===== src/rtl/loop_nest_seq_pkg.sv =====
// Shared types and width helpers for loop_nest_sequencer.
//   state_e       : sequencer states (IDLE, RUN, DONE)
//   NumOuterWidth : width of the num_outer_i trip-count input
//   kw_of/lw_of/pw_of : derived widths of k, l and param for a given NumOuter
package loop_nest_seq_pkg;

  localparam int unsigned NumOuterWidth = 5;

  typedef enum logic [1:0] {
    IDLE = 2'd0,
    RUN  = 2'd1,
    DONE = 2'd2
  } state_e;

  // Outer index width: k never exceeds NumOuter-1.
  function automatic int unsigned kw_of(input int unsigned num_outer);
    return (num_outer <= 2) ? 1 : $clog2(num_outer);
  endfunction

  // Inner index width: l never exceeds 2^(NumOuter-1)-1.
  function automatic int unsigned lw_of(input int unsigned num_outer);
    return (num_outer <= 1) ? 1 : num_outer - 1;
  endfunction

  // Param width: 2^k + l never exceeds 2^NumOuter-1.
  function automatic int unsigned pw_of(input int unsigned num_outer);
    return num_outer;
  endfunction

endpackage


===== src/rtl/loop_nest_sequencer.sv =====
// Runtime sequencer for the triangular loop nest k = 0..n-1, l = 0..2^k-1.
// Emits one (k, l, 2^k + l) tuple per valid/ready handshake.
// Optional feature: define LOOP_NEST_SEQ_STATS_EN to add stall_cnt_o.
// Ports:
//   clk_i, rst_i      : clock, synchronous active-high reset
//   start_i           : start request, accepted only in IDLE
//   num_outer_i       : outer trip count n, clamped to NumOuter
//   abort_i           : abandon the current run (RUN only)
//   valid_o / ready_i : tuple stream handshake
//   k_o, l_o, param_o : tuple payload
//   last_o            : final tuple of the run
//   busy_o            : high in RUN and DONE
//   done_o            : one-cycle completion pulse
//   stall_cnt_o       : cycles with valid_o & ~ready_i (stats build only)
module loop_nest_sequencer
  import loop_nest_seq_pkg::*;
#(
  parameter int unsigned NumOuter = 3,
  parameter int unsigned KW       = kw_of(NumOuter),
  parameter int unsigned LW       = lw_of(NumOuter),
  parameter int unsigned PW       = pw_of(NumOuter)
) (
  input  logic                     clk_i,
  input  logic                     rst_i,
  input  logic                     start_i,
  input  logic [NumOuterWidth-1:0] num_outer_i,
  input  logic                     abort_i,
  output logic                     valid_o,
  input  logic                     ready_i,
  output logic [KW-1:0]            k_o,
  output logic [LW-1:0]            l_o,
  output logic [PW-1:0]            param_o,
  output logic                     last_o,
  output logic                     busy_o,
  output logic                     done_o
`ifdef LOOP_NEST_SEQ_STATS_EN
  ,
  output logic [31:0]              stall_cnt_o
`endif
);

  localparam logic [NumOuterWidth-1:0] NumOuterMax = NumOuterWidth'(NumOuter);

  // Last inner index for a given outer index: 2^k - 1.
  function automatic logic [LW-1:0] l_max_of(input logic [KW-1:0] k);
    logic [PW-1:0] pow;
    pow = PW'(1) << k;
    return LW'(pow - PW'(1));
  endfunction

  state_e                     state_q, state_d;
  logic [NumOuterWidth-1:0]   n_q, n_d;
  logic [NumOuterWidth-1:0]   n_clamp;
  logic [KW-1:0]              k_d, k_step;
  logic [LW-1:0]              l_d, l_step;
  logic [PW-1:0]              param_d;
  logic                       last_d, valid_d, busy_d, done_d;
  logic                       handshake;
  logic                       start_acc;

  assign n_clamp   = (num_outer_i > NumOuterMax) ? NumOuterMax : num_outer_i;
  assign handshake = valid_o & ready_i;
  assign start_acc = (state_q == IDLE) & start_i;

  // State register.
  always_ff @(posedge clk_i) begin
    if (rst_i) state_q <= IDLE;
    else       state_q <= state_d;
  end

  // Next-state logic.
  always_comb begin
    state_d = state_q;
    case (state_q)
      IDLE: if (start_i) state_d = (n_clamp == '0) ? DONE : RUN;
      RUN: begin
        if (abort_i)                  state_d = IDLE;
        else if (handshake && last_o) state_d = DONE;
      end
      DONE:    state_d = IDLE;
      default: state_d = IDLE;
    endcase
  end

  // Next values of the registered outputs; payload is zeroed outside RUN.
  always_comb begin
    n_d = n_q;
    k_d = k_o;
    l_d = l_o;

    if (l_o == l_max_of(k_o)) begin
      k_step = k_o + KW'(1);
      l_step = '0;
    end else begin
      k_step = k_o;
      l_step = l_o + LW'(1);
    end

    if (start_acc) begin
      n_d = n_clamp;
      k_d = '0;
      l_d = '0;
    end else if ((state_q == RUN) && handshake) begin
      k_d = k_step;
      l_d = l_step;
    end

    if (state_d != RUN) begin
      k_d = '0;
      l_d = '0;
    end

    // l < 2^k, so OR-ing the leading one is an exact 2^k + l.
    param_d = (state_d == RUN) ? ((PW'(1) << k_d) | PW'(l_d)) : '0;
    last_d  = (state_d == RUN)
            && (NumOuterWidth'(k_d) == (n_d - NumOuterWidth'(1)))
            && (l_d == l_max_of(k_d));
    valid_d = (state_d == RUN);
    busy_d  = (state_d != IDLE);
    done_d  = (state_d == DONE);
  end

  // Output and counter registers.
  always_ff @(posedge clk_i) begin
    if (rst_i) begin
      n_q     <= '0;
      k_o     <= '0;
      l_o     <= '0;
      param_o <= '0;
      last_o  <= 1'b0;
      valid_o <= 1'b0;
      busy_o  <= 1'b0;
      done_o  <= 1'b0;
    end else begin
      n_q     <= n_d;
      k_o     <= k_d;
      l_o     <= l_d;
      param_o <= param_d;
      last_o  <= last_d;
      valid_o <= valid_d;
      busy_o  <= busy_d;
      done_o  <= done_d;
    end
  end

`ifdef LOOP_NEST_SEQ_STATS_EN
  // Saturating stall counter, cleared when a run starts.
  always_ff @(posedge clk_i) begin
    if (rst_i) begin
      stall_cnt_o <= '0;
    end else if (start_acc) begin
      stall_cnt_o <= '0;
    end else if ((state_q == RUN) && !ready_i && (stall_cnt_o != '1)) begin
      stall_cnt_o <= stall_cnt_o + 32'd1;
    end
  end
`endif

endmodule


===== config.mk =====
export PLATFORM = sky130hd
export DESIGN_NAME = loop_nest_sequencer
export DESIGN_NICKNAME = d
export VERILOG_FILES = /design/src/rtl/loop_nest_seq_pkg.sv /design/src/rtl/loop_nest_sequencer.sv
export SDC_FILE = /design/constraint.sdc
export NUM_CORES = 1
export LEC_CHECK = 0
export ABC_AREA = 0
export CORE_MARGIN = 5
export CORE_UTILIZATION = 30
export DETAILED_ROUTE_END_ITERATION = 10
export PLACE_DENSITY_LB_ADDON = 0.3
export SYNTH_ARGS = -nofsm -noshare
export SYNTH_HDL_FRONTEND = slang
export SYNTH_SLANG_ARGS = --single-unit

===== constraint.sdc =====
create_clock -name clk_i -period 1.95 [get_ports clk_i]
set_input_delay 0.195 -clock clk_i [delete_from_list [all_inputs] [get_ports clk_i]]
set_output_delay 0.195 -clock clk_i [all_outputs]
set_load 0.005 [all_outputs]

# [Yosys cells after proc, flatten, opt, wreduce, memory -nomap -nowiden]
# Cells that the tools add are included.
[classes] n_addsub=5 multipliers=0 div_mod_pow=0 order_cmp=1 n_eq_ne=7 n_shift=2 mux=15 bitwise=4 reduce_logical=8
[op_table] operator="$mux W2" count=12
[op_table] operator="$mux W5" count=2
[op_table] operator="$eq A2 B5 Y1" count=1
[op_table] operator="$gt A5 B2 Y1 const B" count=1
[op_table] operator="$logic_not A5 Y1" count=1
[op_table] operator="$sub A5 B1 Y5 const B" count=1
[op_table] operator="$add A2 B1 Y2 const B" count=2
[op_table] operator="$eq A2 B1 Y1 const B" count=2
[op_table] operator="$eq A2 B2 Y1" count=2
[op_table] operator="$logic_and A1 B1 Y1" count=4
[op_table] operator="$pmux W2 S2" count=1
[op_table] operator="$sub A2 B1 Y2 const B" count=2
[op_table] operator="$or A3 B2 Y3" count=1
[op_table] operator="$shl A1 B2 Y3 const A" count=1
[op_table] operator="$and A1 B1 Y1" count=2
[op_table] operator="$eq A2 B2 Y1 const B" count=1
[op_table] operator="$logic_not A2 Y1" count=1
[op_table] operator="$ne A2 B1 Y1 const B" count=1
[op_table] operator="$reduce_bool A2 Y1" count=1
[op_table] operator="$reduce_or A2 Y1" count=1
[op_table] operator="$shl A1 B2 Y2 const A" count=1
[op_table] operator="$not A1 Y1" count=1
[totals] reg_bits=18 latch_bits=0 ram_bits=0 mem_bits_ro=0 memories=0

# [Longest topological paths before layout]
# Gate-level depths: netlist of the first run.
[depth] ltp_word=12 mapped_depth=11 depth_no_buf=11

# [Worst setup path after synthesis of the first run]
# No wires, ideal clock.
[synth_path] kind="flip-flop to flip-flop" startpoint="register k_o[1]" endpoint="register last_o" setup_ns=0.070 arrival_time_ns=2.021 t_required_ns=1.880 slack_ns=-0.141 stages_incl_launch_ff=12 path_buffers=0 synth_period_minus_slack_ns=2.091 path_cell_list="dfxtp_1 inv_1 ha_1 xor2_1 mux2i_1 or3_4 nand2_1 a21oi_1 ha_1 and4_1 o211ai_1 a21oi_1"
[synth_via] elab_chain_cells=11 elab_cells_between_ends=18 cone_classes="add/sub (3); eq/ne (3); shift (2); mux (8); reduce/logical (2)"
[synth_lines] item="start, declared" line_no="loop_nest_sequencer.sv:30" text="output logic [KW-1:0] k_o,"
[synth_lines] item="start signal, assigned" line_no="loop_nest_sequencer.sv:136" text="k_o <= k_d;"
[synth_lines] item="$shl A1 B2 Y2" line_no="loop_nest_sequencer.sv:47" text="pow = PW'(1) << k;"
[synth_lines] item="$sub A2 B1 Y2" line_no="loop_nest_sequencer.sv:48" text="return LW'(pow - PW'(1));"
[synth_lines] item="$eq A2 B2 Y1" line_no="loop_nest_sequencer.sv:91" text="if (l_o == l_max_of(k_o)) begin"
[synth_lines] item="$mux W2" line_no="loop_nest_sequencer.sv:91"
[synth_lines] item="$mux W2" line_no="loop_nest_sequencer.sv:103" text="end else if ((state_q == RUN) && handshake) begin"
[synth_lines] item="$mux W2" line_no="loop_nest_sequencer.sv:99" text="if (start_acc) begin"
[synth_lines] item="$mux W2" line_no="loop_nest_sequencer.sv:108" text="if (state_d != RUN) begin"
[synth_lines] item="$shl A1 B2 Y3" line_no="loop_nest_sequencer.sv:47"
[synth_lines] item="$sub A2 B1 Y2" line_no="loop_nest_sequencer.sv:48"
[synth_lines] item="$eq A2 B2 Y1" line_no="loop_nest_sequencer.sv:117" text="&& (l_d == l_max_of(k_d));"
[synth_lines] item="$logic_and A1 B1 Y1 (*)" line_no="loop_nest_sequencer.sv:117"
[synth_lines] item="end signal, assigned" line_no="loop_nest_sequencer.sv:139" text="last_o <= last_d;"
[synth_lines] item="end, declared" line_no="loop_nest_sequencer.sv:33" text="output logic last_o,"
# Mark *: on every way between the ends. The rest lies on a longest branch, timed or not.
# A chain may end at the register's enable or synchronous reset.

# [Worst setup path after layout of the first run]
# Same ends and word-level chain as after synthesis.

==> flow_summary.ini, run 1 <==
[outcome]
status = finished with violations
failed_checks = setup timing

[clocking]
postCtsHoldBufs = 0
cts_sinks = 18
clkTransAtPathRegs_ps = 110
cts_made_buffers = 3
cts_htree_levels = 1
cts_buffer_depth = 2
cts_tree = yes
cts_root_buf = clkbuf_4
clkLatencyLatePin_ps = 310

[die]
row_count = 20
io_pins = 21
dieArea_sq_um = 4300
die_h_microns = 65.6
core_area_sq_um = 3000
initial_core_util_pct = 30.8
die_w_microns = 65.6

[sta]
tns_ps = -179
max_freq_mhz = 482
fin_ws_ps = -123
hold_ws_ps = 501
finalHoldViolCount = 0
fin_worst_skew_ps = 4.63
setup_viol = 3
worst_slew_pin_slew_ps = 387
rsz0062_at_grt = yes
maxSlewViolCount = 0
fin_crit_ps = 2070
fin_crit_sh_pct = 106
slew_headroom_pct = 74.1

[yosys]
synth_top_area_share_pct = 38.9
yosysWarnings = 0
ys_ff_latch = 18
yosysUniqueCellTypes = 40
avgSynthCellArea_sq_um = 8.57
postSynthCellCount = 108
yosys-top-cells-area = dfxtp_1, ha_1, nor2_1
mappedNetlistArea_sq_um = 926
synth_top_cell_by_area = dfxtp_1
syn-num-nets = 122
synth_seq_area_share_pct = 38.9

[power]
switchingPower_mw = 0.202
p_int_mw = 0.596
p_comb_share_pct = 21.7
ir_drop_v = 0.000230
power_frac_clock_pct = 29.9
total_power_mw = 0.798
pwr-share-seq_pct = 48.4
p_per_area_nw_per_um2 = 515
p_sw_share_pct = 25.3
p_leak_nw = 0.664

[cells_and_area]
final_common_cell = buf_4
drive_gt1_share_pct = 38.0
antenna_cells = 0
instances_no_fill = 196
fin_nets = 178
final_cell_area_sq_um = 1550
fin_util_pct = 51.6
synthToLayoutAreaGrowth_pct = 67.3
final_cell_mix = buf_4, clkdlybuf4s50_1, dfxtp_1

[route]
viasPerCell = 5.13
wl_microns = 2760
remaining_drc_errors = 0
first_pass_iters = 4
num_vias = 1005
wl_per_cell_microns = 14.1
drt_iter0_drc = 37
ant_nets = 0

[global_route]
antenna_found_initial = 0
grt_max_degree = 11
grt_pass1_wl_microns = 4200
grt_usage_pct = 12.8
grt_pass1_vias = 1018
grt_overflow_total = 0

[worst_setup_path]
critical_path_class = register to register
cp_max_fo = 3
end_kind = register
crit_required_ps = 2190
rrSetupSlack_ps = -120
cp-start-kind = register
cp.arrival_ps = 2320

[placement]
gp_congestion = 0.914
dpl.hpwl_microns = 1940
dp.cells = 181
dpl-instance-area_sq_um = 1350
io_buffers = 20
place_ws_ps = -418

[worst_hold_path]
hold_class = register to register

[job]
maxCapViolations = 0
[power groups by stage]
stage / registers [mW] / logic (mW) / clock network, mW
6_report: 0.386 / 0.173 / 0.239
5_1_grt: 0.388 / 0.185 / 0.255
4_1_cts: 0.387 / 0.150 / 0.245
3_5_place_dp: 0.397 / 0.124 / 0
3_3_place_gp: 0.395 / 0.123 / 0
2_1_floorplan: 0.395 / 0.0570 / 0
[worst max-delay path, stage by stage, from the launching register on]
cell	delay [ps]
dfxtp_2	350
inv_2	60
ha_4	170
xor2_4	150
mux2i_2	170
or3_4	340
nand2_1	70
a21oi_1	60
ha_1	270
and4_1	160
o211ai_1	80
a21oi_1	110
[synth_stat cells]
library cell   n
a211oi_1       1
a21o_1         2
a21oi_1        4
a31oi_1        4
and2_1         4
and3_1         1
and4_1         1
and4b_1        1
buf_1          1
buf_2          1
buf_6          1
dfxtp_1       18
ha_1           4
inv_1          6
inv_2          1
mux2i_1        2
nand2_1        6
nand2b_1       1
nand3_1        3
nand4b_1       1
nor2_1         9
nor2_2         1
nor2b_1        3
nor3_1         5
nor3b_1        1
nor3b_2        1
nor4_1         2
o211ai_1       2
o21ai_0        5
o21ai_1        1
o21bai_1       1
o22ai_1        1
o31ai_1        1
or2_1          1
or3_1          2
or3_4          1
or3b_1         1
or4_1          3
xnor2_1        2
xor2_1         2
[kinds of logic (layout without fill, tap and decap cells)]
kind of cell / Yosys count / after routing / share of synthesized area [%]
simple gates: 48 / 48 / 30.3
xor+xnor: 4 / 4 / 3.78
mux: 2 / 2 / 2.16
compound gates: 22 / 22 / 14.5
fa+ha+maj: 4 / 4 / 5.41
flops: 18 / 18 / 38.9
buf+inv: 10 / 65 / 5.00
[cell type report]
cell class                 instances  area, sq um
fill                             277         1450
multi-input combinational         80          614
timing repair buffer              54          458
sequential                        18          373
tap                               33         41.3
clock buffer                       4         36.3
inverter                           7         26.3
[path summary, 6_finish.rpt]
| check | start | to | cells after the start |
|---|---|---|---|
| worst max-delay path | k_o[1]$_SDFF_PP0_ | last_o$_SDFF_PP0_ | 11 |
| worst min register to register | n_q[4]$_SDFF_PP0_ | n_q[4]$_SDFF_PP0_ | 1 |
| worst max register to register | k_o[1]$_SDFF_PP0_ | last_o$_SDFF_PP0_ | 11 |
| worst min-delay path | n_q[4]$_SDFF_PP0_ | n_q[4]$_SDFF_PP0_ | 1 |
[sequential cells by signal, summed over array words and instances, names as in the netlist]
register  count
valid_o       1
k_o           2
done_o        1
param_o       3
state_q       2
last_o        1
n_q           5
l_o           2
busy_o        1
[routing by layer]
layer / vias to the layer above / routed length (microns) / track usage [%] / part of all wire [%]
li1: 493 / - / - / -
met1: 476 / 1100 / 13.0 / 40
met2: 29 / 1480 / 23.6 / 53
met3: 7 / 125 / 2.74 / 4.5
met4: 0 / 60 / 7.51 / 2.2
met5: - / 0 / 0 / 0
[what timing repair did]
item                                    4_1_cts  5_1_grt
endpoints found under the setup margin        1        4
pin swaps                                     1        4
resized for setup                             5       18
hold endpoints to repair                      0        0
cloned                                        0        0
setup buffers                                 7        4
(Power assumes the default switching activity.)
==> run 2, diff against run 1 <==
--- a/config.mk
+++ b/config.mk
@@ -6,7 +6,6 @@
 export NUM_CORES = 1
 export LEC_CHECK = 0
 export ABC_AREA = 0
-export CORE_MARGIN = 5
 export CORE_UTILIZATION = 30
 export DETAILED_ROUTE_END_ITERATION = 10
 export PLACE_DENSITY_LB_ADDON = 0.3
==> flow_summary.ini, run 2 (synthesis gave the netlist of run 1 again) <==
[placement]
io_buffers = 20
dpl-instance-area_sq_um = 1350
gp_congestion = 0.815
dpl.hpwl_microns = 1860
place_ws_ps = -464

[global_route]
grt_usage_pct = 15.8
met2_usage_pct = 26.9
antenna_found_initial = 0
grt_overflow_total = 0
grt_pass1_vias = 945
grtUsageMet3_pct = 2.49
busiest_layer = met2
grt_max_degree = 11
grt_pass1_wl_microns = 4060
met1_usage_pct = 19.8

[worst_setup_path]
startpoint = k_o[1]$_SDFF_PP0_
cp_slowest_stage_delay_ps = 340
cp_max_fo = 3
r2r-start = k_o[1]$_SDFF_PP0_
crit_chain = inv_2, ha_4, xor2_4, mux2i_2, or3_4, nand2_1, a21oi_1, ha_1, and4_1, o211ai_1, a21oi_1
critical_path_class = register to register
path_buf_inv = 1
crit_required_ps = 2180
cp-start-kind = register
cp_slowest_cell = dfxtp_2
cpMostUsedCell = a21oi_1
end_kind = register
cp.arrival_ps = 2370
critPathTopFamily = simple AND/OR/NAND/NOR gates

[cells_and_area]
reg_top3 = n_q (5), param_o (3)
antenna_cells = 0
synthToLayoutAreaGrowth_pct = 63.8
final_cell_mix = buf_4, clkdlybuf4s50_1, dfxtp_1
fin_util_pct = 53.6
regArea_sq_um = 368
multiInputGateArea_sq_um = 588
drive_gt1_share_pct = 35.0
largest-register = n_q
final_common_cell = buf_4
largest_register_ffs = 5
final_cell_area_sq_um = 1520
n_fill_cell = 274
fin_nets = 178

[route]
wl_microns = 2510
remaining_drc_errors = 2
drt_iter0_drc = 24
num_vias = 984
ant_nets = 0
wl_per_cell_microns = 12.9
first_pass_iters = 7
viasPerCell = 5.07

[clocking]
cts_buffer_depth = 2
cts_sinks = 18
cts_tree = yes
cts_made_buffers = 3
clkTransAtPathRegs_ps = 100
postCtsHoldBufs = 0
cts_root_buf = clkbuf_4
clkLatencyLatePin_ps = 290
cts_htree_levels = 1

[sta]
max_freq_mhz = 467
hold_ws_ps = 485
finalHoldViolCount = 0
worst_slew_pin_slew_ps = 387
slew_headroom_pct = 74.0
fin_crit_ps = 2140
fin_worst_skew_ps = 0.609
maxSlewViolCount = 0
fin_ws_ps = -189
fin_crit_sh_pct = 110
rsz0062_at_grt = yes
setup_viol = 2

[die]
die_w_microns = 57.6
row_count = 19
dieArea_sq_um = 3310
core_area_sq_um = 2830
io_pins = 21
initial_core_util_pct = 32.7
die_h_microns = 57.6

[worst_hold_path]
hold_start = n_q[4]$_SDFF_PP0_
hold_class = register to register

[outcome]
failed_checks = DRC, setup timing
status = finished with violations

[power]
p_per_area_nw_per_um2 = 517
ir_drop_v = 0.000227
p_leak_nw = 0.632

[job]
maxCapViolations = 0
## run 2: through the flow
| stage | std cells | setup TNS [ps] | power [mW] |
|---|---|---|---|
| after floorplan | 108 | -23.3 | 0.452 |
| after global placement | 179 | -487 | 0.518 |
| after detailed placement | 179 | -627 | 0.522 |
| after CTS | 192 | -150 | 0.772 |
| after global routing | 194 | -456 | 0.819 |
| final | 194 | -276 | 0.784 |
## run 2: final cells by class
type	count	area share, %
multi-input cells	80	38.8
repair buffers	54	30.3
flip-flops and latches	18	24.3
well taps	31	2.56
clock buffers	4	2.39
inverters	7	1.73
## run 2: routing by layer
layer  wire length (microns)  share of wire (%)
met5                       0                  0
met1                    1080                 43
met3                     109                4.3
met2                    1260                 50
met4                      63                2.5
## run 2: worst paths after layout
check	endpoint	slack, ps	cells after the start
max	last_o$_SDFF_PP0_	-190	11
max reg2reg	last_o$_SDFF_PP0_	-190	11
min	n_q[4]$_SDFF_PP0_	480	1
min reg2reg	n_q[4]$_SDFF_PP0_	480	1
## run 2: timing repair
action / 4_1_cts / 5_1_grt
resized for setup: 5 / 10
cloned: 0 / 0
setup endpoints to repair: 1 / 4
pin swaps: 1 / 3
setup buffers: 9 / 2
## run 2: power breakdown
part | total, mW | switching [mW] | internal (mW)
clock | 0.230 | 0.116 | 0.114
combinational | 0.166 | 0.0643 | 0.102
sequential | 0.388 | 0.0100 | 0.378
